**src/rtl/score_table_master.sv**
```systemverilog
// score_table_master: writes each final score into a ring of table slots, then scans
// the valid slots to publish the best score; also rescans on an explicit query.
module score_table_master #(
  parameter int READ_LATENCY = 1,
  parameter int DEPTH = 32
) (
  input  logic       i_Clk,
  input  logic       i_Rst_L,
  input  logic       i_Game_Over,
  input  logic [3:0] i_Score,
  input  logic       i_Query,
  output logic       o_write_en,
  output logic [4:0] o_write_addr,
  output logic [7:0] o_write_data,
  output logic       o_read_en,
  output logic [4:0] o_read_addr,
  input  logic [7:0] i_read_data,
  output logic [3:0] o_Best_Score,
  output logic       o_Best_Valid,
  output logic [5:0] o_Entry_Count,
  output logic       o_Busy,
  output logic       o_Drop
);
  typedef enum logic [2:0] {IDLE, WRITE, SCAN, DRAIN, DONE} state_t;
  state_t state_q;
  logic [4:0] ptr_q, wr_addr_q, rd_addr_q;
  logic [5:0] cnt_q;
  logic [7:0] wr_data_q;
  logic [3:0] pend_score_q, max_q, max_d, best_q;
  logic wr_en_q, rd_en_q, pend_q, drop_q, best_valid_q;
  logic [READ_LATENCY-1:0] vld_q, vld_d;
  logic [READ_LATENCY:0] vld_sh;
  logic busy, pend_take, hit, last_rd;
  // vld_q tracks which issued reads are still in flight; the top bit marks data arriving now
  assign vld_sh = {vld_q, rd_en_q};
  assign vld_d = vld_sh[READ_LATENCY-1:0];
  assign hit = vld_q[READ_LATENCY-1] && i_read_data[7];
  assign max_d = (hit && i_read_data[3:0] > max_q) ? i_read_data[3:0] : max_q;
  assign last_rd = {1'b0, rd_addr_q} == cnt_q - 6'd1;
  assign busy = state_q != IDLE;
  assign pend_take = state_q == DONE && pend_q;
  always_ff @(posedge i_Clk) begin
    if (!i_Rst_L) begin
      state_q <= IDLE;
      ptr_q <= '0;
      wr_addr_q <= '0;
      rd_addr_q <= '0;
      cnt_q <= '0;
      wr_data_q <= '0;
      pend_score_q <= '0;
      max_q <= '0;
      best_q <= '0;
      wr_en_q <= 1'b0;
      rd_en_q <= 1'b0;
      pend_q <= 1'b0;
      drop_q <= 1'b0;
      best_valid_q <= 1'b0;
      vld_q <= '0;
    end else begin
      wr_en_q <= 1'b0;
      drop_q <= 1'b0;
      vld_q <= vld_d;
      max_q <= max_d;
      // the pending slot frees in DONE, so a game-over in that same cycle can refill it
      if (i_Game_Over && busy) begin
        if (pend_q && !pend_take) drop_q <= 1'b1;
        else begin
          pend_q <= 1'b1;
          pend_score_q <= i_Score;
        end
      end else if (pend_take) pend_q <= 1'b0;
      case (state_q)
        IDLE:
          if (i_Game_Over) begin
            state_q <= WRITE;
            wr_en_q <= 1'b1;
            wr_addr_q <= ptr_q;
            wr_data_q <= {4'b1000, i_Score};
          end else if (i_Query) begin
            state_q <= SCAN;
            rd_en_q <= cnt_q != 6'd0;
            rd_addr_q <= '0;
            max_q <= '0;
          end
        WRITE: begin
          state_q <= SCAN;
          ptr_q <= ptr_q + 5'd1;
          cnt_q <= (cnt_q == 6'(DEPTH)) ? cnt_q : cnt_q + 6'd1;
          rd_en_q <= 1'b1;
          rd_addr_q <= '0;
          max_q <= '0;
        end
        SCAN:
          if (!rd_en_q) state_q <= DONE;
          else if (last_rd) begin
            rd_en_q <= 1'b0;
            state_q <= DRAIN;
          end else rd_addr_q <= rd_addr_q + 5'd1;
        DRAIN:
          if (vld_d == '0) state_q <= DONE;
        DONE: begin
          best_q <= max_q;
          best_valid_q <= cnt_q != 6'd0;
          if (pend_q) begin
            state_q <= WRITE;
            wr_en_q <= 1'b1;
            wr_addr_q <= ptr_q;
            wr_data_q <= {4'b1000, pend_score_q};
          end else state_q <= IDLE;
        end
        default: state_q <= IDLE;
      endcase
    end
  end
  assign o_write_en = wr_en_q;
  assign o_write_addr = wr_addr_q;
  assign o_write_data = wr_data_q;
  assign o_read_en = rd_en_q;
  assign o_read_addr = rd_addr_q;
  assign o_Best_Score = best_q;
  assign o_Best_Valid = best_valid_q;
  assign o_Entry_Count = cnt_q;
  assign o_Busy = busy;
  assign o_Drop = drop_q;
endmodule

```
**config.mk**
```make
export PLATFORM = sky130hd
export DESIGN_NAME = score_table_master
export DESIGN_NICKNAME = d
export VERILOG_FILES = /design/src/rtl/score_table_master.sv
export SDC_FILE = /design/constraint.sdc
export NUM_CORES = 1
export LEC_CHECK = 0
export BUFFER_PORTS_ARGS = -buffer_cell sky130_fd_sc_hd__buf_2
export CORE_ASPECT_RATIO = 1.2
export CORE_MARGIN = 1
export CORE_UTILIZATION = 50
export DETAILED_ROUTE_END_ITERATION = 8
export PLACE_DENSITY = 0.75
export SLEW_MARGIN = 5
export SYNTH_ARGS = -nofsm -noshare
export SYNTH_HDL_FRONTEND = slang
export SYNTH_SLANG_ARGS = --single-unit
```
**constraint.sdc**
```tcl
create_clock -name i_Clk -period 2.6 [get_ports i_Clk]
set_input_delay 0.52 -clock i_Clk [delete_from_list [all_inputs] [get_ports i_Clk]]
set_output_delay 0.52 -clock i_Clk [all_outputs]
set_load 0.01 [all_outputs]
```
=== Word-level counts from Yosys, hierarchy flattened ===
Index checks and enable logic that the tools add are counted.

* ROM bits: 0
* Bits in registers: 50
* Latch bits: 0
* Output and inout port bits: 33
* Logic and storage cells: 92
* Memory bits (writable): 0
* Input port bits: 16
* Memories kept: 0

* Reductions and logical operators: 20
* Multipliers: 0
* Div/mod/pow operators: 0
* $lt $le $gt $ge: 1
* Shifts and indexed selects: 0
* Equality and inequality tests: 16
* Add/subtract/negate cells: 4
* Bitwise gates (word level): 2
* Mux-type cells: 34

{| class="wikitable"
|+ Operators by type and width
! kind !! number
|-
| $mux W5 || 6
|-
| $mux W8 || 2
|-
| $ne A2 B2 Y1 const B || 8
|-
| $pmux W8 S2 || 1
|-
| $mux W3 || 5
|-
| $pmux W3 S5 || 1
|-
| $pmux W5 S3 || 1
|-
| $mux W4 || 3
|-
| $mux W1 || 11
|-
| $add A5 B1 Y5 const B || 2
|-
| $pmux W5 S2 || 1
|-
| $reduce_and A3 Y1 || 3
|-
| $pmux W4 S2 || 1
|-
| $reduce_and A2 Y1 || 4
|-
| $add A6 B1 Y6 const B || 1
|-
| $eq A3 B2 Y1 const B || 2
|-
| $eq A5 B6 Y1 || 1
|-
| $eq A6 B6 Y1 const B || 1
|-
| $ne A3 B3 Y1 const B || 2
|-
| $reduce_bool A3 Y1 || 2
|-
| $reduce_bool A6 Y1 || 1
|-
| $sub A6 B1 Y6 const B || 1
|-
| $logic_and A1 B1 Y1 || 5
|-
| $reduce_and A5 Y1 || 1
|-
| other kinds (9) || 11
|}

=== Logic depth before layout (Yosys ltp) ===
* Depth after elaboration: 6
* Gate-level depth with buffers: 8
* Gate-level depth less buffers: 8

=== Worst setup path after synthesis ===
OpenSTA, ideal clock, no wires.

* Kind: in2reg
* Start point: input port i_read_data[1]
* End point: register max_q[0]
* Path slack: 0.562 ns
* Required time: 2.466 ns
* Library setup time: 0.134 ns
* Stages: 7
* Data arrival time: 1.903 ns
* Buffers on the path: 0
* Path through: ha_1 nor2b_1 o21a_1 o21a_1 o2111ai_1 mux2i_1 nor2_1

* Cells in the longest elaborated chain, start to end: 6

{| class="wikitable"
|+ RTL lines
! what !! RTL line !! RTL
|-
| start, declared || 17 || <nowiki>input logic [7:0] i_read_data,</nowiki>
|-
| $gt A4 B4 Y1 * || 38 || <nowiki>assign max_d = (hit && i_read_data[3:0] > max_q) ? i_read_data[3:0] : max_q;</nowiki>
|-
| $logic_and A1 B1 Y1 * || 38 ||
|-
| $mux W4 * || 38 ||
|-
| $mux W4 || 79 || <nowiki>end else if (i_Query) begin</nowiki>
|-
| $mux W4 || 74 || <nowiki>if (i_Game_Over) begin</nowiki>
|-
| $pmux W4 S2 * || 72 || <nowiki>case (state_q)</nowiki>
|-
| end signal, assigned || 63 || <nowiki>max_q <= max_d;</nowiki>
|-
| end, declared || 29 || <nowiki>logic [3:0] pend_score_q, max_q, max_d, best_q;</nowiki>
|}

Every way passes the cells marked *; elsewhere a longest branch is shown, timed or not.
A chain may end at the register's enable or synchronous reset.

=== Final worst setup path ===
* Start point: register cnt_q[0] (netlist: o_Entry_Count[0])
* End point: register rd_en_q (netlist: o_read_en)

* Cells in the longest elaborated chain, start to end: 5
* Elaborated cells between the ends (all ways): 8
* Those cells by class: add/sub (1); eq/ne (1); mux (5); reduce/logical (1)

{| class="wikitable"
|+ RTL lines
! what !! RTL line !! RTL
|-
| start, declared || 27 || <nowiki>logic [5:0] cnt_q;</nowiki>
|-
| start signal, assigned || 88 || <nowiki>cnt_q <= (cnt_q == 6'(DEPTH)) ? cnt_q : cnt_q + 6'd1;</nowiki>
|-
| $sub A6 B1 Y6 || 39 || <nowiki>assign last_rd = {1'b0, rd_addr_q} == cnt_q - 6'd1;</nowiki>
|-
| $eq A5 B6 Y1 || 39 ||
|-
| $mux W1 || 95 || <nowiki>else if (last_rd) begin</nowiki>
|-
| $mux W1 || 94 || <nowiki>if (!rd_en_q) state_q <= DONE;</nowiki>
|-
| $pmux W1 S3 * || 72 ||
|-
| end signal, assigned || 54 || <nowiki>rd_en_q <= 1'b0;</nowiki>
|-
| end signal, assigned || 81 || <nowiki>rd_en_q <= cnt_q != 6'd0;</nowiki>
|-
| end signal, assigned || 96 || <nowiki>rd_en_q <= 1'b0;</nowiki>
|-
| end, declared || 30 || <nowiki>logic wr_en_q, rd_en_q, pend_q, drop_q, best_valid_q;</nowiki>
|}

Every way passes the cells marked *; elsewhere a longest branch is shown, timed or not. The select of a mux whose other input is x is not followed.

==> impl_summary.md <==
Yosys
Among all flip-flop cells after synthesis, the most frequent one is dfxtp_1. Yosys printed 0 warnings. Yosys mapped the design onto 54 distinct sky130hd cell types. The gate count after technology mapping is 251. The share of the Yosys chip area taken by registers is 0.401.

Counting flops with an async set or reset pin after synthesis yields a share of 0. Of the post-synthesis cell area, the dominant cell type holds 0.401. In this run, synthesis inferred 0 flip-flops with an integrated enable. The largest area contributor in the synthesized netlist is dfxtp_1. The flip-flop and latch count after synthesis is 47. Summing every instance area after synthesis gives 2340 sq um. By area the synthesized netlist is led by dfxtp_1 40%, mux2i_1 5.5%, nand2_1 5.1%, xnor2_1 4.5%, ha_1 4.3%. In this run the mean area of a mapped cell was 9.34 sq um.

Final layout
The layout has 421 filler cells. Once layout is complete, the utilization of the core stands at 0.598. The fraction of layout cells with a size suffix above 1 is 0.240.

The number of antenna diodes in the final layout is 0. The synthesis-to-layout area growth is 12.0%. The net count reported at finish is 315.

Floorplanning
The number of placement rows is 26. The die covers 4970 sq um. The count of boundary I/O pins is 49.

The floorplan core area is 4390 sq um. The initial utilization of the core area, before any placement, comes to 0.534. From bottom edge to top edge, the die measures 77.0 um. The die width is 64.5 um.

Placement
The congestion estimate from routability-driven global placement came to 0.811. The placed wire-length estimate after detailed placement is 3190 um. During placement, the flow inserted port buffers numbering 42.

Global route
The largest net degree at the start of global routing is 40. The via count of the first global-routing pass came to 1,696. The wire length of the first global-routing pass is 7440 um. The total track usage is 0.193. The number of antenna violations at the first check in global routing is 0.

The overall overflow remaining after global route is 0.

Clock network
TritonCTS built the clock tree. Once the clock tree was built, the setup fixing pass inserted 0 buffers. The clock transition at the registers of the reported paths is 90 ps. The number of instances resized during post-cts repair is 0. The clock drives 47 sinks. The deepest level of the CTS H-tree is 2. The clock latency on the worst-skew pair is 310 ps.

The hold buffer count at cts is 0. The number of buffers on the longest clock path is 2. Clock tree synthesis selected as its root buffer the cell clkbuf_8. Buffers inserted during clock tree synthesis total 5.

Detailed routing
After detailed routing, the met2 layer carries 2300 um of wire. The first detailed-routing pass took 4 iterations. The remaining antenna violation count is 0. The wire length on met1 is 1900 um.

The routed length per placed instance is 12.7 um. The detailed-routed wire length on met3 is 160 um. Wires add up to 4430 um. The final routed DRC violation total is 0.

After the first detailed-routing iteration, the DRC count stood at 46. The via-per-instance ratio is 5.20. After detailed routing, no signal wire sits above met4. The detailed router placed 1,809 vias in this run.

STA
In the finished design, the share of the clock period the worst path needs comes to 0.860. Setup repair after global routing left no endpoint under its margin. Measured against its own limit, the worst slew margin works out to 0.580. The final hold violation count is 0. The total count of max-transition violations in the final report is 0.

Setup violations remaining at the end of the flow were counted as 0. The top achievable clock speed is 447 MHz. Between clock sinks in the finished design, the worst skew comes to 11.3 ps. Hold timing on the final database bottoms out at a slack of 467 ps.

For the finished layout, the period the worst path requires is 2240 ps. The sum of negative setup slack is 0 ps. The actual transition at the worst max-transition pin is 626 ps.

Worst setup path
STA puts the critical path data arrival time at 2490 ps. STA classifies the critical path endpoint as a flip-flop. The highest fanout seen on the critical path is 7. The worst setup path is of the reg -> reg kind. The kind of start point of the critical path is a flip-flop.

For the worst setup path, the data required time is 2860 ps.

Power
Internal power comes to 1.15 mW. The leakage power summed over all cells is 1.18 nW. The clock network fraction of total power is 0.286. The total power is 1.67 mW.

The power density over the cells is 635 nW/um^2. The share of total power consumed by net switching is 0.309. The net switching power of the design is 515 uW. The share of total power dissipated in sequential elements is 0.499. Of the total power, combinational logic draws 0.216. The largest voltage drop on the vdd net is 0.376 mV.

Job
The tool flagged a number of max-cap violations equal to 0.

Status
The run finished with clean final reports.

Hold path
The worst hold path belongs to the class reg -> reg.
==> cell usage in the layout, fill, tap and decap left out, drive strengths merged, types with 2 or more instances in the layout <==
| cell | netlist | routed |
|---|---|---|
| a211oi | 2 | 2 |
| o211a | 5 | 5 |
| ha | 8 | 8 |
| a21oi | 9 | 9 |
| nor2 | 15 | 15 |
| clkbuf | 7 | 6 |
| o2111ai | 3 | 3 |
| xor2 | 3 | 3 |
| mux2i | 13 | 13 |
| nor2b | 12 | 12 |
| inv | 11 | 11 |
| xnor2 | 12 | 12 |
| nand4 | 5 | 5 |
| a21boi | 6 | 6 |
| o31ai | 3 | 3 |
| nor3 | 6 | 6 |
| dfxtp | 47 | 47 |
| a22oi | 2 | 2 |
| nand2 | 32 | 32 |
| conb | 1 | 3 |
| o21a | 3 | 3 |
| buf | 7 | 46 |
| nand3 | 7 | 7 |
| o21ai | 2 | 2 |
| and3 | 2 | 2 |
| and2 | 12 | 12 |
==> worst max-delay path, cell delays in order, from the launching register on <==
cell and delay (ps):
dfxtp_1 490, inv_1 120, ha_1 270, xnor2_1 170
a22oi_1 110, a22oi_2 240, nor2_1 110, nor4b_2 430
o221a_2 260
==> logic make-up after synthesis <==
| group | after synthesis | synth area share |
|---|---|---|
| AOI/OAI and AO/OA | 42 | 0.149 |
| xor gates and xnor gates | 15 | 0.0560 |
| adders and majority gates | 8 | 0.0427 |
| buffers and inverters | 26 | 0.0758 |
| DFF | 47 | 0.401 |
| muxes | 13 | 0.0555 |
| other | 1 | 0.00160 |
| and+or+nand+nor | 99 | 0.218 |
==> flip-flops by register name, summed over array words and instances (netlist names) <==
signal	flops
o_read_en	1
o_Entry_Count	6
o_Best_Score	4
o_Drop	1
pend_q	1
o_Best_Valid	1
vld_q	1
ptr_q	5
o_write_data	5
o_write_en	1
state_q	3
pend_score_q	4
max_q	4
o_write_addr	5
o_read_addr	5
==> final cells by class <==
class / count / area (sq um) / share of cell area
repair buffers: 46 / 240 / 0.0915
multi-input cells: 180 / 1230 / 0.470
clock inverters: 2 / 16.3 / 0.00620
well taps: 56 / 70.1 / 0.0267
clock buffers: 6 / 82.6 / 0.0315
inverters: 11 / 41.3 / 0.0157
flip-flops and latches: 47 / 941 / 0.358
==> final timing paths <==
| kind | start | endpoint | slack, ps | cells after the start |
|---|---|---|---|---|
| max | o_Entry_Count[0] | o_read_en | 360 | 8 |
| min | o_write_data[7] | o_write_data[7] | 470 | 1 |
| max reg2reg | o_Entry_Count[0] | o_read_en | 360 | 8 |
| min reg2reg | o_write_data[7] | o_write_data[7] | 470 | 1 |
==> per-layer routing <==
metal,vias up,track usage
li1,930,-
met1,841,0.221
met2,33,0.331
met3,5,0.0417
met4,0,0.0956
met5,-,0
==> power groups by stage <==
stage / Clock (mW) / Combinational [mW] / Sequential, mW
6_report: 0.476 / 0.359 / 0.831
3_3_place_gp: 0 / 0.354 / 0.846
3_5_place_dp: 0 / 0.363 / 0.848
4_1_cts: 0.492 / 0.364 / 0.832
2_1_floorplan: 0 / 0.296 / 0.836
5_1_grt: 0.519 / 0.402 / 0.840
==> synth_stat cells (all sizes together), types with 7 or more instances <==
cell type,n
buf,7
and2,12
mux2i,13
xnor2,12
nand3,7
dfxtp,47
nor2b,12
a21oi,9
nand2,32
nor2,15
ha,8
inv,11
clkbuf,7
==> stage by stage <==
stage	worst slack [ps]	std cells	instance area, sq um
final	364	348	2630
after floorplan	562	253	2350
after global routing	197	348	2630
after CTS	328	348	2630
after detailed placement	374	340	2530
after global placement	479	340	2530
Note: power is estimated with default switching activity, not from simulation.
